## src/rtl/mul_share_ctrl.sv

```systemverilog
`default_nettype none
// +--------------------------------------------------------------------------+
// | Module   : mul_share_ctrl                                                |
// | Purpose  : Round-robin sequencer sharing one iterative radix-4 Booth     |
// |            multiplier core between the integer MUL unit (port 0) and the |
// |            FPU mantissa multiply (port 1). Latches operands, pulses the  |
// |            core start, counts iterations, selects the product half and   |
// |            returns it on a valid/ready channel tagged with the port ID.  |
// | Options  : MUL_ZERO_BYPASS_EN - a zero operand skips the core and the    |
// |            response (0) is offered one cycle after accept.               |
// | Revision : 1.0 - initial release                                         |
// +--------------------------------------------------------------------------+
module mul_share_ctrl #(
  parameter int XLEN     = 32,
  parameter int CORE_LAT = 17,
  parameter int CNT_W    = 5
) (
  input  logic              clk_i,
  input  logic              rst_n_i,
  input  logic              kill_i,
  input  logic              req0_valid_i,
  output logic              req0_ready_o,
  input  logic [XLEN-1:0]   req0_a_i,
  input  logic [XLEN-1:0]   req0_b_i,
  input  logic              req0_high_i,
  input  logic              req1_valid_i,
  output logic              req1_ready_o,
  input  logic [XLEN-1:0]   req1_a_i,
  input  logic [XLEN-1:0]   req1_b_i,
  input  logic              req1_high_i,
  output logic              core_start_o,
  output logic [XLEN-1:0]   core_a_o,
  output logic [XLEN-1:0]   core_b_o,
  input  logic [2*XLEN-1:0] core_prod_i,
  output logic              resp_valid_o,
  input  logic              resp_ready_i,
  output logic [XLEN-1:0]   resp_data_o,
  output logic              resp_id_o,
  output logic              busy_o
);

  // Last BUSY count: the core product is valid in this cycle.
  localparam logic [CNT_W-1:0] CNT_LAST = CNT_W'(CORE_LAT - 1);

  typedef enum logic [1:0] {
    IDLE  = 2'd0,
    ISSUE = 2'd1,
    BUSY  = 2'd2,
    RESP  = 2'd3
  } state_t;

  state_t            state;
  state_t            state_nxt;
  logic              rr_prio;      // port favoured on a tie (0 or 1)
  logic [CNT_W-1:0]  cnt;
  logic [XLEN-1:0]   a_q;
  logic [XLEN-1:0]   b_q;
  logic              high_q;
  logic              id_q;
  logic [XLEN-1:0]   resp_data_q;

  logic              elig0;
  logic              elig1;
  logic              grant0;
  logic              grant1;
  logic              accept;
  logic              kill_own;
  logic              zero_op;
  logic [XLEN-1:0]   sel_a;
  logic [XLEN-1:0]   sel_b;
  logic              sel_high;

  // A flush only concerns the integer pipeline, so it masks port 0 only.
  assign elig0    = req0_valid_i & ~kill_i;
  assign elig1    = req1_valid_i;
  assign kill_own = kill_i & ~id_q;

  // Grant in IDLE only; a tie goes to the port not granted last.
  always_comb begin
    grant0 = 1'b0;
    grant1 = 1'b0;
    if (state == IDLE) begin
      if (elig0 && elig1) begin
        grant0 = ~rr_prio;
        grant1 = rr_prio;
      end else begin
        grant0 = elig0;
        grant1 = elig1;
      end
    end
  end

  assign accept   = grant0 | grant1;
  assign sel_a    = grant1 ? req1_a_i    : req0_a_i;
  assign sel_b    = grant1 ? req1_b_i    : req0_b_i;
  assign sel_high = grant1 ? req1_high_i : req0_high_i;

`ifdef MUL_ZERO_BYPASS_EN
  assign zero_op = (sel_a == '0) || (sel_b == '0);
`else
  assign zero_op = 1'b0;
`endif

  // Next-state logic for the sequencing FSM.
  always_comb begin
    state_nxt = state;
    case (state)
      IDLE:    if (accept) state_nxt = zero_op ? RESP : ISSUE;
      ISSUE:   state_nxt = kill_own ? IDLE : BUSY;
      BUSY: begin
        if (kill_own)             state_nxt = IDLE;
        else if (cnt == CNT_LAST) state_nxt = RESP;
      end
      RESP:    if (kill_own || resp_ready_i) state_nxt = IDLE;
      default: state_nxt = IDLE;
    endcase
  end

  // FSM state register.
  always_ff @(posedge clk_i or negedge rst_n_i) begin
    if (!rst_n_i) state <= IDLE;
    else          state <= state_nxt;
  end

  // Latch the granted request and move the round-robin pointer past it.
  always_ff @(posedge clk_i or negedge rst_n_i) begin
    if (!rst_n_i) begin
      a_q     <= '0;
      b_q     <= '0;
      high_q  <= 1'b0;
      id_q    <= 1'b0;
      rr_prio <= 1'b0;
    end else if (accept) begin
      a_q     <= sel_a;
      b_q     <= sel_b;
      high_q  <= sel_high;
      id_q    <= grant1;
      rr_prio <= grant0;
    end
  end

  // Iteration counter: cleared while issuing, counts through BUSY.
  always_ff @(posedge clk_i or negedge rst_n_i) begin
    if (!rst_n_i)              cnt <= '0;
    else if (state == ISSUE)   cnt <= '0;
    else if (state == BUSY)    cnt <= cnt + CNT_W'(1);
  end

  // Capture the requested product half once the core result is valid.
  always_ff @(posedge clk_i or negedge rst_n_i) begin
    if (!rst_n_i) begin
      resp_data_q <= '0;
    end else if (state == BUSY && cnt == CNT_LAST && !kill_own) begin
      resp_data_q <= high_q ? core_prod_i[2*XLEN-1:XLEN] : core_prod_i[XLEN-1:0];
    end else if (accept && zero_op) begin
      resp_data_q <= '0;
    end
  end

  assign req0_ready_o = grant0;
  assign req1_ready_o = grant1;
  assign core_start_o = (state == ISSUE);
  assign core_a_o     = a_q;
  assign core_b_o     = b_q;
  // A kill on the owning port withdraws the response in the same cycle.
  assign resp_valid_o = (state == RESP) & ~kill_own;
  assign resp_data_o  = resp_data_q;
  assign resp_id_o    = id_q;
  assign busy_o       = (state != IDLE);

endmodule
`default_nettype wire

```

## config.mk

```make
export PLATFORM = sky130hd
export DESIGN_NAME = mul_share_ctrl
export DESIGN_NICKNAME = d
export VERILOG_FILES = /design/src/rtl/mul_share_ctrl.sv
export SDC_FILE = /design/constraint.sdc
export NUM_CORES = 1
export LEC_CHECK = 0
export ABC_AREA = 1
export BUFFER_PORTS_ARGS = -buffer_cell sky130_fd_sc_hd__buf_2
export CAP_MARGIN = 15
export CORE_AREA = 2 2 118 120
export DETAILED_ROUTE_END_ITERATION = 8
export DIE_AREA = 0 0 120 122
export GPL_ROUTABILITY_DRIVEN = 1
export PLACE_DENSITY = 0.85
export SKIP_CTS_REPAIR_TIMING = 1
export SYNTH_ARGS = -nofsm -noshare
export SYNTH_HDL_FRONTEND = slang
export SYNTH_SLANG_ARGS = --single-unit
```

## constraint.sdc

```tcl
create_clock -name clk_i -period 2.57 [get_ports clk_i]
set_clock_uncertainty 0.05 [all_clocks]
set_input_delay 0.3855 -clock clk_i [delete_from_list [all_inputs] [get_ports clk_i]]
set_output_delay 0.3855 -clock clk_i [all_outputs]
set_load 0.01 [all_outputs]
```

==> results of run 1 <==
## metrics by stage
| step | hold WS (ns) | cell area [sq um] | power [W] | setup slack, ns | std cells |
|---|---|---|---|---|---|
| 2_1_floorplan | 0.03991 | 5739 | 0.005407 | 1.018 | 713 |
| 3_3_place_gp | 0.3604 | 7287 | 0.006686 | 0.7155 | 1161 |
| 3_5_place_dp | 0.3709 | 7287 | 0.006814 | 0.6378 | 1161 |
| 4_1_cts | -0.003645 | 7566 | 0.008136 | 0.5232 | 1175 |
| 5_1_grt | 0.01408 | 7566 | 0.008716 | 0.3810 | 1175 |
| 6_report | -0.02077 | 7566 | 0.008064 | 0.5280 | 1175 |
## critical path, delay by kind of cell, from the launching register on
family / cells / cell delay, ns
adder cells (fa/ha/maj): 1 / 0.23
AND/OR/NAND/NOR: 1 / 0.12
flip-flops: 1 / 0.42
buffers and inverters: 3 / 0.29
AO/OA/AOI/OAI: 1 / 0.20
## worst min path at each step
| stage | start | end | slack, ns | cells after the start |
|---|---|---|---|---|
| detailed placement | rst_n_i | core_b_o[14]$_DFFE_PN0P_ | 0.37 | 1 |
| global placement | rst_n_i | core_b_o[14]$_DFFE_PN0P_ | 0.36 | 1 |
| CTS | rst_n_i | core_b_o[14]$_DFFE_PN0P_ | -0.004 | 1 |
| finish | rst_n_i | core_b_o[14]$_DFFE_PN0P_ | -0.02 | 1 |
| floorplan | rst_n_i | cnt[0]$_DFFE_PN0P_ | 0.04 | 0 |
| global route | rst_n_i | core_b_o[14]$_DFFE_PN0P_ | 0.01 | 1 |
## Yosys cell counts (2+ instances only)
cell	n	area share, %
nand2_1	213	14
dfrtp_1	106	46
inv_1	84	5.5
nand3_1	74	6.5
nand3b_1	65	8.5
nor2_1	39	2.6
a21oi_1	34	3.0
mux2i_1	32	5.6
buf_2	25	2.2
buf_6	10	2.0
buf_4	8	1.0
ha_1	6	1.3
o21ai_0	4	0.35
inv_2	3	0.20
clkbuf_1	2	0.13
nand2_2	2	0.22
## state kept, by name, indices dropped and copies added, names as in the netlist
register and flops:
core_b_o 32, core_a_o 32, high_q 1, state 2, cnt 5, rr_prio 1
resp_id_o 1, resp_data_o 32
## power groups by stage
| stage | logic [W] | clock network, W | registers (W) |
|---|---|---|---|
| after global routing | 0.00413 | 0.00143 | 0.00316 |
| after CTS | 0.00375 | 0.00133 | 0.00305 |
| final | 0.00371 | 0.00130 | 0.00305 |
| after detailed placement | 0.00375 | 0 | 0.00306 |
| after global placement | 0.00364 | 0 | 0.00304 |
| after floorplan | 0.00210 | 0 | 0.00331 |
## per-layer routing
layer  GRT usage (%)  vias to the layer above
li1                -                     2796
met1           25.57                     2544
met2           37.39                      227
met3           4.167                       32
met4           8.309                        2
met5               0                        -
## final cells by class
class / count / area, sq um / area share, %
Clock inverter: 2 / 12.51 / 0.1654
Multi-Input combinational cell: 475 / 2457 / 32.48
Tap cell: 180 / 225.2 / 2.977
Timing Repair Buffer: 313 / 1624 / 21.47
Inverter: 87 / 326.6 / 4.316
Clock buffer: 12 / 266.5 / 3.522
Sequential cell: 106 / 2654 / 35.08
## cells in the final DEF (no fill, tap or decap), types with 2 or more instances in the layout
cell type    n
mux2i_1     32
clkbuf_8     3
nor2_1      39
buf_4       11
nand3b_1    65
ha_1         6
inv_1       84
nand2_2      3
buf_12       2
a21oi_1     34
dfrtp_1    105
o21ai_0      4
inv_2        3
buf_2      300
clkbuf_16    9
nand2_1    212
nand3_1     74
## cells by family (layout without fill, tap and decap cells)
logic type                 count (synthesis)  count (layout)  synth area share (%)
AOI/OAI and AO/OA                         40              40                 3.575
xor gates and xnor gates                   1               1                0.1526
adders and majority gates                  6               6                 1.308
buffers and inverters                    132             414                 11.01
muxes                                     32              32                 5.581
DFF                                      106             106                 46.22
and+or+nand+nor                          396             396                 32.16
==> impl_metrics.toml, run 1 <==
[synth]
yosysUniqueCellTypes = 22
synth-edff-count = 0
synth_ff_type = "dfrtp_1"
seq_area_frac_synth_pct = 46.22
syn_avg_cell_area_sq_um = 8.049
synth-seq-cells = 106
synthArstFlopShare_pct = 100.0
syn-num-nets = 919
synth_area_sq_um = 5739
synth-warning-count = 0
synth_cells = 713

[grt]
grt_antenna_before_repair = 1
grt_pass1_vias = 5309
grt_pass1_wl_mm = 24.87
grt_start_max_net_pins = 67
grt.total_usage_pct = 21.22
overflow = 0

[timing]
timing.fmax_mhz = 489.7
hold_viol = 18
fin_tns_setup_ns = 0
hold_slack_ns = -0.02077
drv_slew = 0
relSlewSlack_pct = 40.55
worst_pin_slew_ns = 0.8917
period_share_pct = 79.46
setup_viol = 0
rsz0062_at_grt = "false"
min_period_ns = 2.042

[clocking]
numCtsBuffers = 9
cts_tree = "built"
worstSkewPairLatency_ns = 0.34
root_buffer = "clkbuf_16"
cts.clk_slew.worst_paths_ns = 0.07
cts_max_path_buffers = 2
cts_sinks = 106
h-tree-depth = 3

[critical_path]
max_stage_delay_ns = 0.42
r2r_end = "core_a_o[19]$_DFFE_PN0P_"
crit_arrival_ns = 1.61
cpMostUsedCell = "inv_1"
crit_fanout = 5
r2r_cells = 7
path_class = "flop to primary output"
worstPathCellList = "inv_1 -> ha_1 -> nand3_1 -> o21bai_1 -> inv_1 -> buf_2"
worstPathRequired_ns = 2.13
critPathLaunchType = "flop"
r2r_slack_ns = 0.63
setup.worst_path.start = "state[1]$_DFFE_PN0P_"
crit_end = "req0_ready_o"
r2r_start = "state[1]$_DFFE_PN0P_"
cpMaxStageDelayCell = "dfrtp_1"
end_kind = "primary output"

[power]
vdd_drop_max_mv = 0.6823
p_sw_w = 0.003308
comb_power_share_pct = 46.0
power.internal_w = 0.004756
power.density_nw_per_um2 = 1066
switching_share_pct = 41.02
power_frac_seq_pct = 37.8
clkPwrFrac_pct = 16.2
p_leak_nw = 4.411

[drt]
route.met2.wl_mm = 7.948
wl_met1_mm = 6.368
highest_layer = "met5"
drt_iter0_drc = 367
vias = 5601
wire_per_inst_um = 13.32
drt_wl_total_mm = 15.65
vias_per_cell = 4.767
met3_length_mm = 1.032
first_pass_iters = 5
ant_nets = 0
drc_errors = 0

[floorplan]
ios = 302
die_y_um = 122
die_area_sq_um = 14640
start_util_pct = 42.50
coreArea_sq_um = 13500
die_w_um = 120
rows = 43

[finish]
final_layout_size_suffix_gt1_share_pct = 33.77
nNetsFinal = 1198
nFillCells = 1214
antenna_cells = 0
post-route-util_pct = 56.03
area_delta_synth_final_pct = 31.83

[status]
outcome = "complete, but fails checks"
violations = "negative hold slack"

[min_path]
min_path_type = "input port to asynchronous set/reset pin"

[placed_design]
dp_hpwl_mm = 11.58
routabilityCongestion = 0.8448
io_buffers = 301

[flow_run]
maxCapViolations = 0
Power figures use the tool's default switching activity.
==> inputs of run 2 (changes only) <==
- CORE_AREA: 2 2 118 120 -> 2 2 119 121
- DIE_AREA: 0 0 120 122 -> 0 0 121 123
- PLACE_DENSITY: 0.85 -> 0.84
- clock period: 2.57 -> 1.96 ns (I/O delays scaled with it)
==> run 2 against run 1 <==
The flow now finishes without violations. Total power increased by 38%. Worst setup slack got worse by 0.47 ns. Cell count grew 1.5%. Clock-buffer cell count decreased by 1. Critical endpoint is now req1_ready_o. Largest power group unchanged.
==> impl_metrics.toml, run 2 (same netlist as run 1, synthesis figures left out) <==
[drt]
vias_per_cell = 4.838
vias = 5772
wire_per_inst_um = 14.30
ant_nets = 0
drt_iter0_drc = 365
drc_errors = 0
first_pass_iters = 6
drt_wl_total_mm = 17.07

[timing]
worst_pin_slew_ns = 0.5502
hold_viol = 0
relSlewSlack_pct = 63.32
min_period_ns = 1.904
hold_slack_ns = 0.1833
timing.fmax_mhz = 525.1
drv_slew = 0
final.setup.worst_slack_ns = 0.05572
setup_viol = 0
period_share_pct = 97.16

[min_path]
hold_depth = 3
min_from = "core_prod_i[24]"
holdPathEnd = "resp_data_o[24]$_DFFE_PN0P_"
min_path_type = "input port to flop"

[status]
outcome = "completed"

[critical_path]
crit_arrival_ns = 1.56
path_class = "flop to primary output"
r2r_start = "state[1]$_DFFE_PN0P_"
r2r_slack_ns = 0.18
worstPathRequired_ns = 1.62
r2r_cells = 9
r2r_end = "core_b_o[26]$_DFFE_PN0P_"
critPathLaunchType = "flop"
crit_fanout = 11
end_kind = "primary output"

[power]
clkPwrFrac_pct = 16.6
power_frac_seq_pct = 35.2
vdd_drop_max_mv = 0.6895
p_sw_w = 0.004575
comb_power_share_pct = 48.2
switching_share_pct = 41.08
power.density_nw_per_um2 = 1427
power.internal_w = 0.006561
p_leak_nw = 4.534

[clocking]
cts_tree = "built"
worstSkewPairLatency_ns = 0.34
numCtsBuffers = 9
h-tree-depth = 3
cts_max_path_buffers = 2
cts.clk_slew.worst_paths_ns = 0.08
cts_sinks = 106
root_buffer = "clkbuf_16"

[grt]
grt_antenna_before_repair = 0
grt_start_max_net_pins = 65
grt_pass1_vias = 5532
overflow = 0
grt_pass1_wl_mm = 25.94
grt.total_usage_pct = 21.82

[finish]
final_layout_size_suffix_gt1_share_pct = 35.14
area_delta_synth_final_pct = 36.01
final_common_cell = "buf_2"
nNetsFinal = 1214
final_area_sq_um = 7806
post-route-util_pct = 57.35
antenna_cells = 0
final_cells = 1193
mostFrequentLayoutCells = "buf_2, nand2_1, dfrtp_1, inv_1, nand3_1"

[floorplan]
start_util_pct = 42.16
rows = 43
die_y_um = 123
die_w_um = 121
coreArea_sq_um = 13610
ios = 302
die_area_sq_um = 14880

[placed_design]
io_buffers = 301
placed_cell_area_sq_um = 7377
dp_hpwl_mm = 12.52
dp.cells = 1168
pre_cts_slack_ns = 0.1420
routabilityCongestion = 0.8548

[flow_run]
maxCapViolations = 0
-- run 2: cell types whose count changed in the layout (fill, tap and decap cells not counted), moves of 2 or more --
cell	delta
buf_4	+10
buf_12	+3
clkbuf_16	+2
clkbuf_8	-2
inv_1	-2
inv_2	+2
inv_6	+2
-- run 2: layout make-up --
| type | instances | area, sq um |
|---|---|---|
| repair buffers | 329 | 1819 |
| multi-input cells | 475 | 2477 |
| clock buffers | 11 | 242.7 |
| fillers | 1268 | 5806 |
| well taps | 180 | 225.2 |
| inverters | 87 | 326.6 |
| flip-flops and latches | 106 | 2654 |
| clock inverters | 5 | 61.31 |
-- run 2: routing by layer --
layer  GRT usage, %  up-vias  wire [um]
met5              0        -          0
met4          8.358        0        380
met3          3.552       27       1093
met2          38.55      232       8711
met1          26.76     2676       6880
li1               -     2837          -
-- run 2: worst max-delay path, stage by stage (launching register included) --
cell     delay (ns)
dfrtp_1        0.41
inv_2          0.09
ha_4           0.15
nand2_2        0.06
inv_2          0.07
nand2_4        0.06
buf_12         0.15
inv_1          0.08
buf_2          0.13
-- run 2: how the worst max path moves through the flow --
| stage | startpoint | to | slack, ns |
|---|---|---|---|
| 3_3_place_gp | state[0]$_DFFE_PN0P_ | core_b_o[22]$_DFFE_PN0P_ | 0.21 |
| 6_report | state[1]$_DFFE_PN0P_ | req1_ready_o | 0.06 |
| 3_5_place_dp | state[0]$_DFFE_PN0P_ | core_b_o[26]$_DFFE_PN0P_ | 0.14 |
| 5_1_grt | state[0]$_DFFE_PN0P_ | req1_ready_o | -0.02 |
| 4_1_cts | state[0]$_DFFE_PN0P_ | req1_ready_o | -0.22 |
| 2_1_floorplan | state[0]$_DFFE_PN0P_ | core_a_o[24]$_DFFE_PN0P_ | 0.47 |
-- run 2: power by group through the flow --
stage	registers, W	clock network, W	logic (W)
2_1_floorplan	0.00434	0	0.00275
3_3_place_gp	0.00390	0	0.00500
3_5_place_dp	0.00393	0	0.00518
4_1_cts	0.00391	0.00190	0.00518
5_1_grt	0.00404	0.00201	0.00592
6_report	0.00392	0.00185	0.00536
-- run 2: per-stage QoR --
step                      TNS (ns)  total power (W)
after detailed placement         0         0.009111
after global placement           0         0.008897
after CTS                  -0.2185          0.01099
after global routing      -0.02179          0.01198
after floorplan                  0         0.007089
final                            0          0.01114
==> inputs of run 3 (changes only) <==
- ABC_AREA: 1 -> not set
- CORE_AREA: 2 2 119 121 -> 2 2 116 118
- DIE_AREA: 0 0 121 123 -> 0 0 118 120
- PLACE_DENSITY: 0.84 -> 0.81
==> run 3 against run 2 <==
Hold slack worse by 0.052 ns. Global-route usage is 0.81 points lower. Synthesized cell count is 22% lower. Die area is 4.9% lower. Sequential cell count stayed put. Sequential power is 1% lower. Critical path depth is 3 lower. Total power is 4.0% lower. Non-clock buffer count is 10 lower. Wire length is 9.7% lower. Critical endpoint unchanged. Largest power group unchanged.
==> impl_metrics.toml, run 3 <==
[clocking]
cts.clk_slew.worst_paths_ns = 0.07
cts_sinks = 106
h-tree-depth = 3
worstSkewPairLatency_ns = 0.33
cts_max_path_buffers = 2
root_buffer = "clkbuf_16"
cts_tree = "built"
numCtsBuffers = 9

[drt]
wl_met1_mm = 6.001
drc_errors = 0
met3_length_mm = 1.140
route.met2.wl_mm = 7.845
vias = 5117
highest_layer = "met4"
wire_per_inst_um = 15.01
drt_wl_total_mm = 15.41
first_pass_iters = 6
ant_nets = 0
vias_per_cell = 4.982
drt_iter0_drc = 282

[timing]
drv_slew = 0
hold_slack_ns = 0.1318
hold_viol = 0
timing.fmax_mhz = 525.2
worst_pin_slew_ns = 0.4391
relSlewSlack_pct = 70.73
setup_viol = 0
min_period_ns = 1.904
period_share_pct = 97.15

[synth]
synth_top_cell_by_area = "dfrtp_1"
synthArstFlopShare_pct = 100.0
syn_avg_cell_area_sq_um = 8.963
synth_top_area_share_pct = 53.23
yosysMostFrequentCell = "a21oi_1"
yosysUniqueCellTypes = 33
synth_area_sq_um = 4984
seq_area_frac_synth_pct = 53.23
synthTopCellsByCount = "a21oi_1, dfrtp_1, nor2_1"
synth-seq-cells = 106
syn-num-nets = 762
synth_ff_type = "dfrtp_1"
synth-warning-count = 0
synth.area.top_cells = "dfrtp_1, a21oi_1, nor2_1"
synth_cells = 556
synth-edff-count = 0

[power]
power.internal_w = 0.006334
power.density_nw_per_um2 = 1525
p_sw_w = 0.004354
p_total_w = 0.01069
clkPwrFrac_pct = 15.6
vdd_drop_max_mv = 0.6348
p_leak_nw = 3.793
comb_power_share_pct = 48.2
switching_share_pct = 40.74
power_frac_seq_pct = 36.2

[floorplan]
die_area_sq_um = 14160
rows = 42
coreArea_sq_um = 12980
die_w_um = 118
start_util_pct = 38.39
ios = 302
die_y_um = 120

[critical_path]
cpMaxStageDelayCell = "dfrtp_1"
crit_fanout = 19
worstPathCellList = "or3b_4 -> nand3_4 -> inv_4 -> buf_12 -> buf_2"
worstPathRequired_ns = 1.62
path_class = "flop to primary output"
critPathLaunchType = "flop"
end_kind = "primary output"
crit_arrival_ns = 1.56
max_stage_delay_ns = 0.40
r2r_slack_ns = 0.19

[grt]
grt_pass1_wl_mm = 24.18
grt.total_usage_pct = 21.00
overflow = 0
grt_antenna_before_repair = 1
grt_pass1_vias = 4990
grt_start_max_net_pins = 65

[finish]
final_common_cell = "buf_2"
nFillCells = 1191
nNetsFinal = 1052
area_delta_synth_final_pct = 40.65
mostFrequentLayoutCells = "buf_2, a21oi_1, dfrtp_1, nor2_1, nand2_1"
multi_input_area_sq_um = 2095
seq_area_sq_um = 2654
final_layout_size_suffix_gt1_share_pct = 40.35

[placed_design]
dp_hpwl_mm = 11.50
routabilityCongestion = 0.8081
io_buffers = 301

[flow_run]
maxCapViolations = 0

[min_path]
min_path_type = "input port to flop"

[status]
outcome = "completed"
==> run 3: power groups by stage <==
stage	Sequential [W]	Combinational (W)	Clock, W
6_report	0.00387	0.00515	0.00167
5_1_grt	0.00399	0.00570	0.00182
4_1_cts	0.00387	0.00505	0.00172
3_5_place_dp	0.00387	0.00507	0
3_3_place_gp	0.00384	0.00490	0
2_1_floorplan	0.00431	0.00259	0
==> run 3: critical path, delay by kind of cell (launching register included) <==
| family | cells | cell delay, ns |
|---|---|---|
| buf+inv | 3 | 0.34 |
| simple gates | 2 | 0.49 |
| flops | 1 | 0.40 |
==> run 3: final timing paths <==
path,from,endpoint,cells past startpoint
worst max-delay path,rr_prio$_DFFE_PN0P_,req1_ready_o,5
worst min-delay path,req0_a_i[5],core_a_o[5]$_DFFE_PN0P_,3
worst max register to register,cnt[0]$_DFFE_PN0P_,state[1]$_DFFE_PN0P_,6
worst min register to register,cnt[3]$_DFFE_PN0P_,cnt[3]$_DFFE_PN0P_,1
max in group asynchronous,rst_n_i,rr_prio$_DFFE_PN0P_,3
min in group asynchronous,rst_n_i,resp_data_o[23]$_DFFE_PN0P_,2
==> run 3: layout make-up <==
| type | count | area share [%] |
|---|---|---|
| Antenna cell | 1 | 0.03570 |
| Clock inverter | 3 | 0.3570 |
| Inverter | 10 | 0.5712 |
| Clock buffer | 12 | 3.517 |
| Multi-Input combinational cell | 400 | 29.88 |
| Tap cell | 176 | 3.142 |
| Timing Repair Buffer | 319 | 24.63 |
| Sequential cell | 106 | 37.86 |
==> run 3: stage by stage <==
stage               utilization, %  instance area, sq um  setup TNS, ns  cells  worst slack (ns)
floorplan                        -                  4984              0    556            0.2846
global placement             51.21                  6648              0   1007            0.1021
detailed placement           51.21                  6648              0   1007           0.05402
CTS                          53.31                  6919        -0.3242   1022           -0.3201
global route                 54.00                  7009      -0.004459   1027         -0.004459
finish                       54.00                  7009              0   1027           0.05582
==> run 3: logic make-up after synthesis <==
logic type / share of synthesized area (%)
muxes: 6.854
AOI/OAI and AO/OA: 18.33
and+or+nand+nor: 14.69
DFF: 53.23
buffers and inverters: 5.398
adders and majority gates: 1.506
==> run 3: routing by layer <==
metal / global-route usage [%] / vias up
met5: 0 / -
met4: 7.229 / 0
met3: 5.133 / 25
met2: 37.72 / 254
met1: 24.49 / 2396
li1: - / 2442
